File: config.mk
export PLATFORM = sky130hd
export DESIGN_NAME = alu_param
export DESIGN_NICKNAME = d
export VERILOG_FILES = /design/src/rtl/alu_param.sv
export SDC_FILE = /design/constraint.sdc
export NUM_CORES = 1
export LEC_CHECK = 0
export BUFFER_PORTS_ARGS = -buffer_cell sky130_fd_sc_hd__clkbuf_2
export CAP_MARGIN = 20
export CORE_MARGIN = 10
export CORE_UTILIZATION = 49
export CTS_CLUSTER_SIZE = 14
export DETAILED_ROUTE_END_ITERATION = 10
export HOLD_SLACK_MARGIN = 0.15
export PLACE_DENSITY = 0.67
export SYNTH_ARGS = -nofsm -noshare
export SYNTH_HDL_FRONTEND = slang
export SYNTH_SLANG_ARGS = --single-unit
export TNS_END_PERCENT = 10
File: constraint.sdc
create_clock -name clk -period 4.05 [get_ports clk]
set_input_delay 1.0125 -clock clk [delete_from_list [all_inputs] [get_ports clk]]
set_output_delay 1.0125 -clock clk [all_outputs]
set_load 0.05 [all_outputs]
File: src/rtl/alu_param.sv
// Purpose: registered execute-stage ALU (logic/add/sub/shift/mul) with C/N/Z condition codes.
// Latency: single-cycle ops update on the accept edge; MUL completes WIDTH edges after accept.
// Backpressure: busy is high while MUL iterates; requests seen while busy are dropped, not queued.
//
// Ports: clk, reset (async active-low), alu_en/func/a/b request, alu_out/mul_hi result,
//        carry_flag/negative_flag/zero_flag condition codes, busy, valid (one-cycle update pulse).
module alu_param #(
  parameter int WIDTH = 16
) (
  input  logic             clk,
  input  logic             reset,
  input  logic             alu_en,
  input  logic [3:0]       func,
  input  logic [WIDTH-1:0] a,
  input  logic [WIDTH-1:0] b,
  output logic [WIDTH-1:0] alu_out,
  output logic [WIDTH-1:0] mul_hi,
  output logic             carry_flag,
  output logic             negative_flag,
  output logic             zero_flag,
  output logic             busy,
  output logic             valid
);

  localparam int SW = $clog2(WIDTH);
  localparam logic [SW-1:0] CNT_LAST = SW'(WIDTH - 1);

  localparam logic [3:0] OP_LOAD  = 4'b0001;
  localparam logic [3:0] OP_STORE = 4'b0010;
  localparam logic [3:0] OP_ADD   = 4'b0011;
  localparam logic [3:0] OP_SUB   = 4'b0100;
  localparam logic [3:0] OP_AND   = 4'b0101;
  localparam logic [3:0] OP_OR    = 4'b0110;
  localparam logic [3:0] OP_NOT   = 4'b0111;
  localparam logic [3:0] OP_INC   = 4'b1000;
  localparam logic [3:0] OP_DEC   = 4'b1001;
  localparam logic [3:0] OP_SHL   = 4'b1010;
  localparam logic [3:0] OP_SHR   = 4'b1011;
  localparam logic [3:0] OP_MUL   = 4'b1100;
  localparam logic [3:0] OP_SETC  = 4'b1101;
  localparam logic [3:0] OP_CLRC  = 4'b1110;

  typedef enum logic {S_IDLE, S_MUL} state_t;

  state_t             state_q, state_d;
  logic [SW-1:0]      cnt_q;
  logic [WIDTH-1:0]   mcand_q;
  // {partial high half, remaining multiplier bits / growing low half}
  logic [2*WIDTH-1:0] prod_q;
  logic [2*WIDTH-1:0] prod_step;
  logic [WIDTH:0]     step_sum;

  logic               accept;
  logic               is_mul;
  logic [WIDTH-1:0]   res;
  logic               c_new;
  logic               wr_res;
  logic               wr_c;
  logic [WIDTH:0]     wide;
  logic [SW-1:0]      amt;

  assign accept = alu_en && (state_q == S_IDLE);
  assign is_mul = (func == OP_MUL);
  assign busy   = (state_q == S_MUL);
  assign amt    = b[SW-1:0];

  // One shift-add step: add multiplicand into the high half when the current
  // multiplier LSB is set, then shift the whole product register right.
  assign step_sum  = {1'b0, prod_q[2*WIDTH-1:WIDTH]} + (prod_q[0] ? {1'b0, mcand_q} : '0);
  assign prod_step = {step_sum, prod_q[WIDTH-1:1]};

  // Single-cycle datapath; wide carries the extra carry/borrow/shift-out bit.
  always_comb begin
    res    = alu_out;
    c_new  = carry_flag;
    wr_res = 1'b0;
    wr_c   = 1'b0;
    wide   = '0;
    case (func)
      OP_LOAD, OP_STORE: begin res = a; wr_res = 1'b1; end
      OP_ADD: begin
        wide = {1'b0, a} + {1'b0, b};
        res = wide[WIDTH-1:0]; c_new = wide[WIDTH]; wr_res = 1'b1; wr_c = 1'b1;
      end
      OP_SUB: begin
        // Top bit of the extended difference is the borrow (a < b unsigned).
        wide = {1'b0, a} - {1'b0, b};
        res = wide[WIDTH-1:0]; c_new = wide[WIDTH]; wr_res = 1'b1; wr_c = 1'b1;
      end
      OP_AND: begin res = a & b; wr_res = 1'b1; end
      OP_OR:  begin res = a | b; wr_res = 1'b1; end
      OP_NOT: begin res = ~a;    wr_res = 1'b1; end
      OP_INC: begin
        wide = {1'b0, a} + {{WIDTH{1'b0}}, 1'b1};
        res = wide[WIDTH-1:0]; c_new = wide[WIDTH]; wr_res = 1'b1; wr_c = 1'b1;
      end
      OP_DEC: begin
        wide = {1'b0, a} - {{WIDTH{1'b0}}, 1'b1};
        res = wide[WIDTH-1:0]; c_new = wide[WIDTH]; wr_res = 1'b1; wr_c = 1'b1;
      end
      OP_SHL: begin
        // Bit WIDTH of the extended left shift is the last bit pushed out.
        wide = {1'b0, a} << amt;
        res = wide[WIDTH-1:0];
        c_new = (amt != '0) ? wide[WIDTH] : carry_flag;
        wr_res = 1'b1; wr_c = 1'b1;
      end
      OP_SHR: begin
        // Bit 0 of the extended right shift is the last bit pushed out.
        wide = {a, 1'b0} >> amt;
        res = wide[WIDTH:1];
        c_new = (amt != '0) ? wide[0] : carry_flag;
        wr_res = 1'b1; wr_c = 1'b1;
      end
      OP_SETC: begin c_new = 1'b1; wr_c = 1'b1; end
      OP_CLRC: begin c_new = 1'b0; wr_c = 1'b1; end
      default: ;  // NOP, MUL (handled by FSM), reserved
    endcase
  end

  always_comb begin
    state_d = state_q;
    case (state_q)
      S_IDLE:  if (accept && is_mul) state_d = S_MUL;
      S_MUL:   if (cnt_q == CNT_LAST) state_d = S_IDLE;
      default: state_d = S_IDLE;
    endcase
  end

  always_ff @(posedge clk or negedge reset) begin
    if (!reset) state_q <= S_IDLE;
    else        state_q <= state_d;
  end

  always_ff @(posedge clk or negedge reset) begin
    if (!reset) begin
      alu_out       <= '0;
      mul_hi        <= '0;
      carry_flag    <= 1'b0;
      negative_flag <= 1'b0;
      zero_flag     <= 1'b0;
      valid         <= 1'b0;
      cnt_q         <= '0;
      mcand_q       <= '0;
      prod_q        <= '0;
    end else begin
      valid <= 1'b0;
      if (state_q == S_IDLE) begin
        if (accept && is_mul) begin
          mcand_q <= a;
          prod_q  <= {{WIDTH{1'b0}}, b};
          cnt_q   <= '0;
        end else if (accept) begin
          if (wr_res) begin
            alu_out       <= res;
            negative_flag <= res[WIDTH-1];
            zero_flag     <= (res == '0);
          end
          if (wr_c) carry_flag <= c_new;
          valid <= wr_res | wr_c;
        end
      end else begin
        prod_q <= prod_step;
        cnt_q  <= cnt_q + SW'(1);
        if (cnt_q == CNT_LAST) begin
          // Architectural outputs change only on the final iteration.
          alu_out       <= prod_step[WIDTH-1:0];
          mul_hi        <= prod_step[2*WIDTH-1:WIDTH];
          carry_flag    <= |prod_step[2*WIDTH-1:WIDTH];
          negative_flag <= prod_step[WIDTH-1];
          zero_flag     <= (prod_step == '0);
          valid         <= 1'b1;
          cnt_q         <= '0;
        end
      end
    end
  end

endmodule

==> flow_metrics.py, run 1 <==
metrics = {
    "setup_path": {
        "path_class": "in -> reg",
        "reg2regPathDepth": 14,
        "critPathRequiredTime_ns": 4.32,
        "r2r_setup_slack_ns": 0.35,
        "worstSetupStartpointType": "input pin",
        "rr_startpoint": "prod_q[0]$_DFFE_PN0P_",
        "cp-end-kind": "flip-flop",
        "cp.arrival_ns": 4.03,
        "critPathMaxFanout": 6,
        "r2r_end": "zero_flag$_DFFE_PN0P_",
    },
    "sta": {
        "fmax_ghz": 0.266,
        "rsz0062_at_grt": "no",
        "min_period_over_period": 0.927,
        "relSlewSlack": 0.221,
        "skew_ns": 0.00929,
        "worstMarginPinSlew_ns": 1.14,
        "period_needed_ns": 3.76,
        "final_max_slew_viol_count": 0,
        "layout_setup_ws_ns": 0.294,
        "hold_viol": 0,
        "holdWs_ns": 0.472,
        "finalSetupViolCount": 0,
    },
    "logic_synthesis": {
        "ys_types": 91,
        "synth_top_flop_cell": "dfrtp_1",
        "yosys-top-cells-area": "dfrtp_1, ha_1, nand2_1",
        "ys_ff_latch": 88,
        "synth_commonest_cells": "nand2_1, nor2_1, a21oi_1",
        "async_flop_share": 1.00,
        "seq_area_frac_synth": 0.222,
        "ys.warnings.count": 0,
        "synth_edf_count": 0,
        "synth_top_area_cell": "dfrtp_1",
        "synth_nets": 1397,
        "syn_area_per_cell_sq_um": 7.71,
        "yosysMostFrequentCell": "nand2_1",
        "syn-cell-area_sq_um": 9900,
        "syn_inst": 1284,
        "netlist.area_leader.share": 0.222,
    },
    "clock_tree": {
        "cts_inserted_buffers": 9,
        "clk_pin_slew_worst_paths_ns": 0.06,
        "postCtsSetupBuffers": 0,
        "clk_path_buf_depth": 2,
        "cts_max_level": 3,
        "clkLatencyLatePin_ns": 0.34,
        "cts_sinks": 88,
        "clock-root-buffer": "clkbuf_16",
        "cts_tree": "done",
    },
    "route": {
        "initialDrtViolationCount": 1580,
        "wl_per_cell_um": 25.6,
        "num_vias": 11100,
        "routed_via_density": 6.56,
        "first_pass_iters": 6,
        "drt_drc_violations_left": 0,
        "drtAntennaViolNets": 0,
        "finalWirelength_um": 43500,
    },
    "global_route": {
        "grt_overflow": 0,
        "grt_pass1_vias": 10700,
        "grt_max_degree": 49,
        "antenna_found_initial": 0,
        "grt_use_total": 0.324,
        "grt_pass1_wl_um": 66400,
    },
    "worst_hold_path": {
        "min_from": "mcand_q[11]$_DFFE_PN0P_",
        "min_to": "mcand_q[11]$_DFFE_PN0P_",
        "hold_path.class": "reg -> reg",
        "hold_path_depth": 2,
    },
    "layout": {
        "fill_cells": 1846,
        "syn_to_final_growth_pct": 19.3,
        "nNetsFinal": 1540,
        "multi_input_area_sq_um": 7030,
        "final_layout_size_suffix_gt1_frac": 0.211,
        "final_util": 0.601,
        "regArea_sq_um": 2200,
        "final-instance-count-excl-fill": 1698,
    },
    "power_and_ir_drop": {
        "cellPowerDensity_nw_per_um2": 468,
        "finalPower_mw": 5.53,
        "ir_worst_vdd_mv": 0.421,
        "leakagePower_nw": 5.37,
    },
    "floorplan": {
        "coreArea_sq_um": 19700,
        "die_y_um": 162,
        "die_area_sq_um": 26300,
        "num_io_pins": 76,
        "rows": 51,
        "die_w_um": 162,
        "start_util": 0.504,
    },
    "flow_run": {
        "drv_cap": 0,
    },
    "placement": {
        "place_congestion": 1.07,
        "dp_hpwl_um": 34300,
        "placed_cells": 1681,
        "io_buffers": 75,
        "pre_cts_slack_ns": -0.142,
    },
    "run_status": {
        "status": "completed",
    },
}
stage by stage:
step	TNS, ns	instance area, sq um
2_1_floorplan	0	9900
3_3_place_gp	-0.0670	11500
3_5_place_dp	-0.220	11500
4_1_cts	0	11800
5_1_grt	0	11800
6_report	0	11800
worst max-delay path by stage:
stage                                from                     end  depth (start not counted)
detailed placement                   b[0]  carry_flag$_DFFE_PN0P_                         12
finish                               a[0]   zero_flag$_DFFE_PN0P_                         13
CTS                                  b[0]  carry_flag$_DFFE_PN0P_                         12
floorplan                            b[2]  carry_flag$_DFFE_PN0P_                         14
global placement                     b[1]   zero_flag$_DFFE_PN0P_                         11
global route        prod_q[0]$_DFFE_PN0P_   zero_flag$_DFFE_PN0P_                         14
per-layer routing:
metal	global-route usage	vias up	wire (um)
met5	0	-	0
met3	0.0756	119	4910
li1	-	5033	-
met2	0.487	743	18900
met4	0.136	0	1990
met1	0.436	5250	17700
report_power, final:
| part | leakage (nW) | internal [mW] | total (mW) | switching [mW] |
|---|---|---|---|---|
| sequential | 1.13 | 1.24 | 1.60 | 0.361 |
| combinational | 4.08 | 1.00 | 3.01 | 2.01 |
| clock | 0.165 | 0.562 | 0.919 | 0.358 |
| total | 5.37 | 2.81 | 5.53 | 2.72 |
cells by family after synthesis:
kind of cell,synth area share
xor gates and xnor gates,0.0345
muxes,0.0815
buffers and inverters,0.0695
and+or+nand+nor,0.222
DFF,0.222
adders and majority gates,0.0968
AOI/OAI and AO/OA,0.274
registers in the layout (all words and copies together), names as in the netlist:
name           cells
mcand_q           16
valid              1
zero_flag          1
carry_flag         1
mul_hi            16
cnt_q              4
prod_q            32
negative_flag      1
busy               1
alu_out           15
critical path, cell delays in order:
cell      delay, ns
clkbuf_2       0.10
inv_1          0.08
buf_4          0.16
ha_1           0.26
nor4b_2        0.54
a21oi_1        0.15
nor3_1         0.19
a31oi_1        0.12
or4_1          0.44
o32ai_1        0.50
and3_1         0.24
nand4_1        0.09
o21ai_1        0.13
cell type report:
| type | count | share of cell area |
|---|---|---|
| clock buffer | 10 | 0.0202 |
| inverter | 59 | 0.0187 |
| sequential | 88 | 0.186 |
| tap | 265 | 0.0281 |
| antenna | 1 | 0.000212 |
| clock inverter | 6 | 0.00762 |
| timing repair buffer | 235 | 0.144 |
| multi-input combinational | 1034 | 0.595 |
cell usage in the layout (no fill, tap or decap), types with 9 or more instances in the layout:
master,synthesis,layout
nand2_1,153,153
buf_4,3,151
nor2_1,117,117
a21oi_1,90,90
o21ai_0,88,88
dfrtp_1,88,88
clkbuf_2,0,74
ha_1,71,71
inv_1,51,51
nand3_1,32,32
mux2i_1,30,30
xnor2_1,28,28
nor3_1,27,26
and2_1,20,20
nor4_1,20,20
o22ai_1,20,20
a211oi_1,19,19
mux4_2,19,19
o211ai_1,16,16
a21o_1,15,15
nand4_1,15,15
o31ai_1,14,14
a31oi_1,14,14
o21ai_1,11,11
xor2_1,11,11
nor2b_1,10,10
nand2b_1,10,10
a22oi_1,10,10
buf_12,0,10
and3_1,9,9
o221ai_1,9,9
clkbuf_16,0,9
repair_timing:
action                                  CTS  global route
gates resized for setup                   0             2
hold buffers                              0             0
endpoints found under the setup margin    0             2
Note: power is estimated with default switching activity, not from simulation.
==> run 2, diff against run 1 <==
--- a/config.mk
+++ b/config.mk
@@ -5,14 +5,15 @@
 export SDC_FILE = /design/constraint.sdc
 export NUM_CORES = 1
 export LEC_CHECK = 0
+export ABC_AREA = 1
 export BUFFER_PORTS_ARGS = -buffer_cell sky130_fd_sc_hd__clkbuf_2
 export CAP_MARGIN = 20
 export CORE_MARGIN = 10
-export CORE_UTILIZATION = 49
+export CORE_UTILIZATION = 60
 export CTS_CLUSTER_SIZE = 14
 export DETAILED_ROUTE_END_ITERATION = 10
 export HOLD_SLACK_MARGIN = 0.15
-export PLACE_DENSITY = 0.67
+export PLACE_DENSITY = 0.8
 export SYNTH_ARGS = -nofsm -noshare
 export SYNTH_HDL_FRONTEND = slang
 export SYNTH_SLANG_ARGS = --single-unit
==> run 2 against run 1 <==
Effect of this change: global-route usage rose by 3.8 points; wire length fell by 6.1%; setup slack improved by 0.34 ns; die area fell by 15%; clock skew barely moved; sequential power fell by 4%; largest cell class unchanged; sequential cell count did not move; fmax rose by 10%; count of clock-buffer cells in the layout rose by 1; critical endpoint unchanged.
==> flow_metrics.py, run 2 <==
metrics = {
    "logic_synthesis": {
        "async_flop_share": 1.00,
        "synth_top_flop_cell": "dfrtp_1",
        "syn_area_per_cell_sq_um": 5.79,
        "ys_types": 41,
        "synth_commonest_cells": "nand2_1, nand3_1, nor2_1",
        "synth_edf_count": 0,
        "syn-cell-area_sq_um": 10000,
        "netlist.area_leader.share": 0.222,
        "ys_ff_latch": 88,
        "yosysMostFrequentCell": "nand2_1",
        "ys.warnings.count": 0,
        "seq_area_frac_synth": 0.220,
        "synth_top_area_cell": "nand2_1",
        "syn_inst": 1732,
        "yosys-top-cells-area": "nand2_1, dfrtp_1, nand3_1",
        "synth_nets": 1845,
    },
    "clock_tree": {
        "cts_resized": 0,
        "clk_path_buf_depth": 2,
        "clk_pin_slew_worst_paths_ns": 0.06,
        "cts_inserted_buffers": 9,
        "cts_sinks": 88,
        "postCtsSetupBuffers": 0,
        "cts_tree": "done",
        "clock-root-buffer": "clkbuf_16",
        "clkLatencyLatePin_ns": 0.35,
        "cts_max_level": 3,
        "hold_buffers": 0,
    },
    "layout": {
        "final_common_cell": "nand2_1",
        "final_layout_size_suffix_gt1_frac": 0.0866,
        "final_cell_mix": "nand2_1, nand3_1, nor2_1",
        "top_regs": "prod_q: 32 flops, mcand_q: 16 flops, mul_hi: 16 flops",
        "num_antenna_cells": 0,
        "nNetsFinal": 1909,
        "largest_reg_flops": 32,
        "largest-register": "prod_q",
        "final_cell_area_sq_um": 11000,
        "syn_to_final_growth_pct": 9.90,
        "final_util": 0.669,
    },
    "sta": {
        "finalSetupViolCount": 0,
        "holdWs_ns": 0.487,
        "fmax_ghz": 0.293,
        "worstMarginPinSlew_ns": 0.945,
        "hold_viol": 0,
        "final_max_slew_viol_count": 0,
        "skew_ns": 0.00935,
        "min_period_over_period": 0.843,
        "tns_ns": 0,
        "relSlewSlack": 0.367,
        "rsz0062_at_grt": "no",
        "period_needed_ns": 3.41,
    },
    "route": {
        "routed_via_density": 6.19,
        "top_layer": "met4",
        "drtAntennaViolNets": 0,
        "drt_drc_violations_left": 0,
        "met1_length_um": 15800,
        "initialDrtViolationCount": 1674,
        "wl_met3_um": 4970,
        "first_pass_iters": 8,
        "num_vias": 12500,
        "finalWirelength_um": 40900,
        "wl_met2_um": 17700,
        "wl_per_cell_um": 20.2,
    },
    "floorplan": {
        "num_io_pins": 76,
        "start_util": 0.609,
        "rows": 47,
        "coreArea_sq_um": 16500,
        "die_y_um": 149,
        "die_w_um": 149,
        "die_area_sq_um": 22300,
    },
    "placement": {
        "place_area_sq_um": 10700,
        "place_congestion": 1.08,
        "io_buffers": 75,
        "dp_hpwl_um": 31800,
    },
    "setup_path": {
        "path_class": "reg -> reg",
        "critPathMaxFanout": 17,
        "reg2regPathDepth": 18,
        "cp.arrival_ns": 3.68,
        "critPathRequiredTime_ns": 4.31,
        "r2r_setup_slack_ns": 0.64,
        "rr_startpoint": "prod_q[0]$_DFFE_PN0P_",
        "cp-end-kind": "flip-flop",
        "r2r_end": "zero_flag$_DFFE_PN0P_",
        "worstSetupStartpointType": "flip-flop",
    },
    "flow_run": {
        "drv_cap": 0,
    },
    "power_and_ir_drop": {
        "pwr-share-seq": 0.296,
        "p_sw_mw": 2.73,
        "power.internal_mw": 2.46,
        "ir_worst_vdd_mv": 0.540,
        "combinationalPowerShare": 0.552,
        "leakagePower_nw": 5.98,
        "clockPowerShare": 0.152,
        "switching_share": 0.526,
        "cellPowerDensity_nw_per_um2": 472,
        "finalPower_mw": 5.20,
    },
    "global_route": {
        "grt_pass1_wl_um": 63800,
        "grt_use_total": 0.362,
        "grt_pass1_vias": 11500,
        "grt_overflow": 0,
        "grt_max_degree": 50,
        "antenna_found_initial": 0,
    },
    "worst_hold_path": {
        "hold_path.class": "reg -> reg",
        "min_to": "mul_hi[7]$_DFFE_PN0P_",
        "hold_path_depth": 2,
        "min_from": "mul_hi[7]$_DFFE_PN0P_",
    },
    "run_status": {
        "status": "completed",
    },
}
-- run 2: changes by cell type after synthesis, moves of 19 or more --
| cell | previous run | this run |
|---|---|---|
| xnor2_1 | 28 | 3 |
| nand2_1 | 153 | 592 |
| a21oi_1 | 90 | 49 |
| nor2_1 | 117 | 188 |
| mux2i_1 | 30 | 0 |
| clkbuf_1 | 59 | 32 |
| a211oi_1 | 19 | 0 |
| nand3_1 | 32 | 242 |
| inv_1 | 51 | 182 |
| mux4_2 | 19 | 0 |
-- run 2: kinds of logic (layout without fill, tap and decap cells) --
family,count (synthesis),count (layout),synth area share
simple gates,1101,1101,0.462
compound gates,201,201,0.112
flops,88,88,0.220
buf+inv,259,328,0.104
xor+xnor,9,9,0.00786
fa+ha+maj,74,74,0.0946
-- run 2: layout make-up --
type | count | area (sq um)
flip-flops and latches | 88 | 2200
fillers | 1522 | 5450
repair buffers | 122 | 763
multi-input cells | 1385 | 6780
inverters | 190 | 713
clock inverters | 5 | 40.0
well taps | 220 | 275
clock buffers | 11 | 243
-- run 2: power groups by stage --
stage	logic, mW	clock network (mW)	registers, mW
2_1_floorplan	1.45	0	1.96
3_3_place_gp	2.65	0	1.49
3_5_place_dp	2.72	0	1.52
4_1_cts	2.78	0.787	1.52
5_1_grt	3.11	0.830	1.57
6_report	2.87	0.792	1.54
-- run 2: stage by stage --
stage	worst slack, ns	cells
2_1_floorplan	0.846	1732
3_3_place_gp	0.520	2004
3_5_place_dp	0.522	2004
4_1_cts	0.788	2020
5_1_grt	0.403	2021
6_report	0.636	2021
-- run 2: worst max path at each step --
stage,startpoint,end,slack [ns]
global placement,b[0],zero_flag$_DFFE_PN0P_,0.52
detailed placement,a[0],zero_flag$_DFFE_PN0P_,0.52
finish,prod_q[0]$_DFFE_PN0P_,zero_flag$_DFFE_PN0P_,0.64
global route,prod_q[0]$_DFFE_PN0P_,zero_flag$_DFFE_PN0P_,0.40
CTS,prod_q[0]$_DFFE_PN0P_,zero_flag$_DFFE_PN0P_,0.79
floorplan,b[2],zero_flag$_DFFE_PN0P_,0.85
-- run 2: per-layer routing --
metal  vias up  track usage
met2       947        0.558
met3       200       0.0837
met1      5611        0.461
met5         -            0
met4         0        0.191
li1       5745            -
-- run 2: worst max-delay path, cell delays in order, from the launching register on --
cell	delay (ns)
dfrtp_1	0.68
nand2_1	0.11
inv_1	0.09
ha_1	0.20
inv_1	0.08
fa_1	0.42
inv_1	0.13
nand3_1	0.10
nand2_1	0.12
nand2_1	0.06
nand2_1	0.12
nand3_1	0.09
nor2_1	0.13
nand4_1	0.09
nor2_1	0.21
nand4_1	0.23
nor2_1	0.23
nor2_1	0.06
a21oi_1	0.17
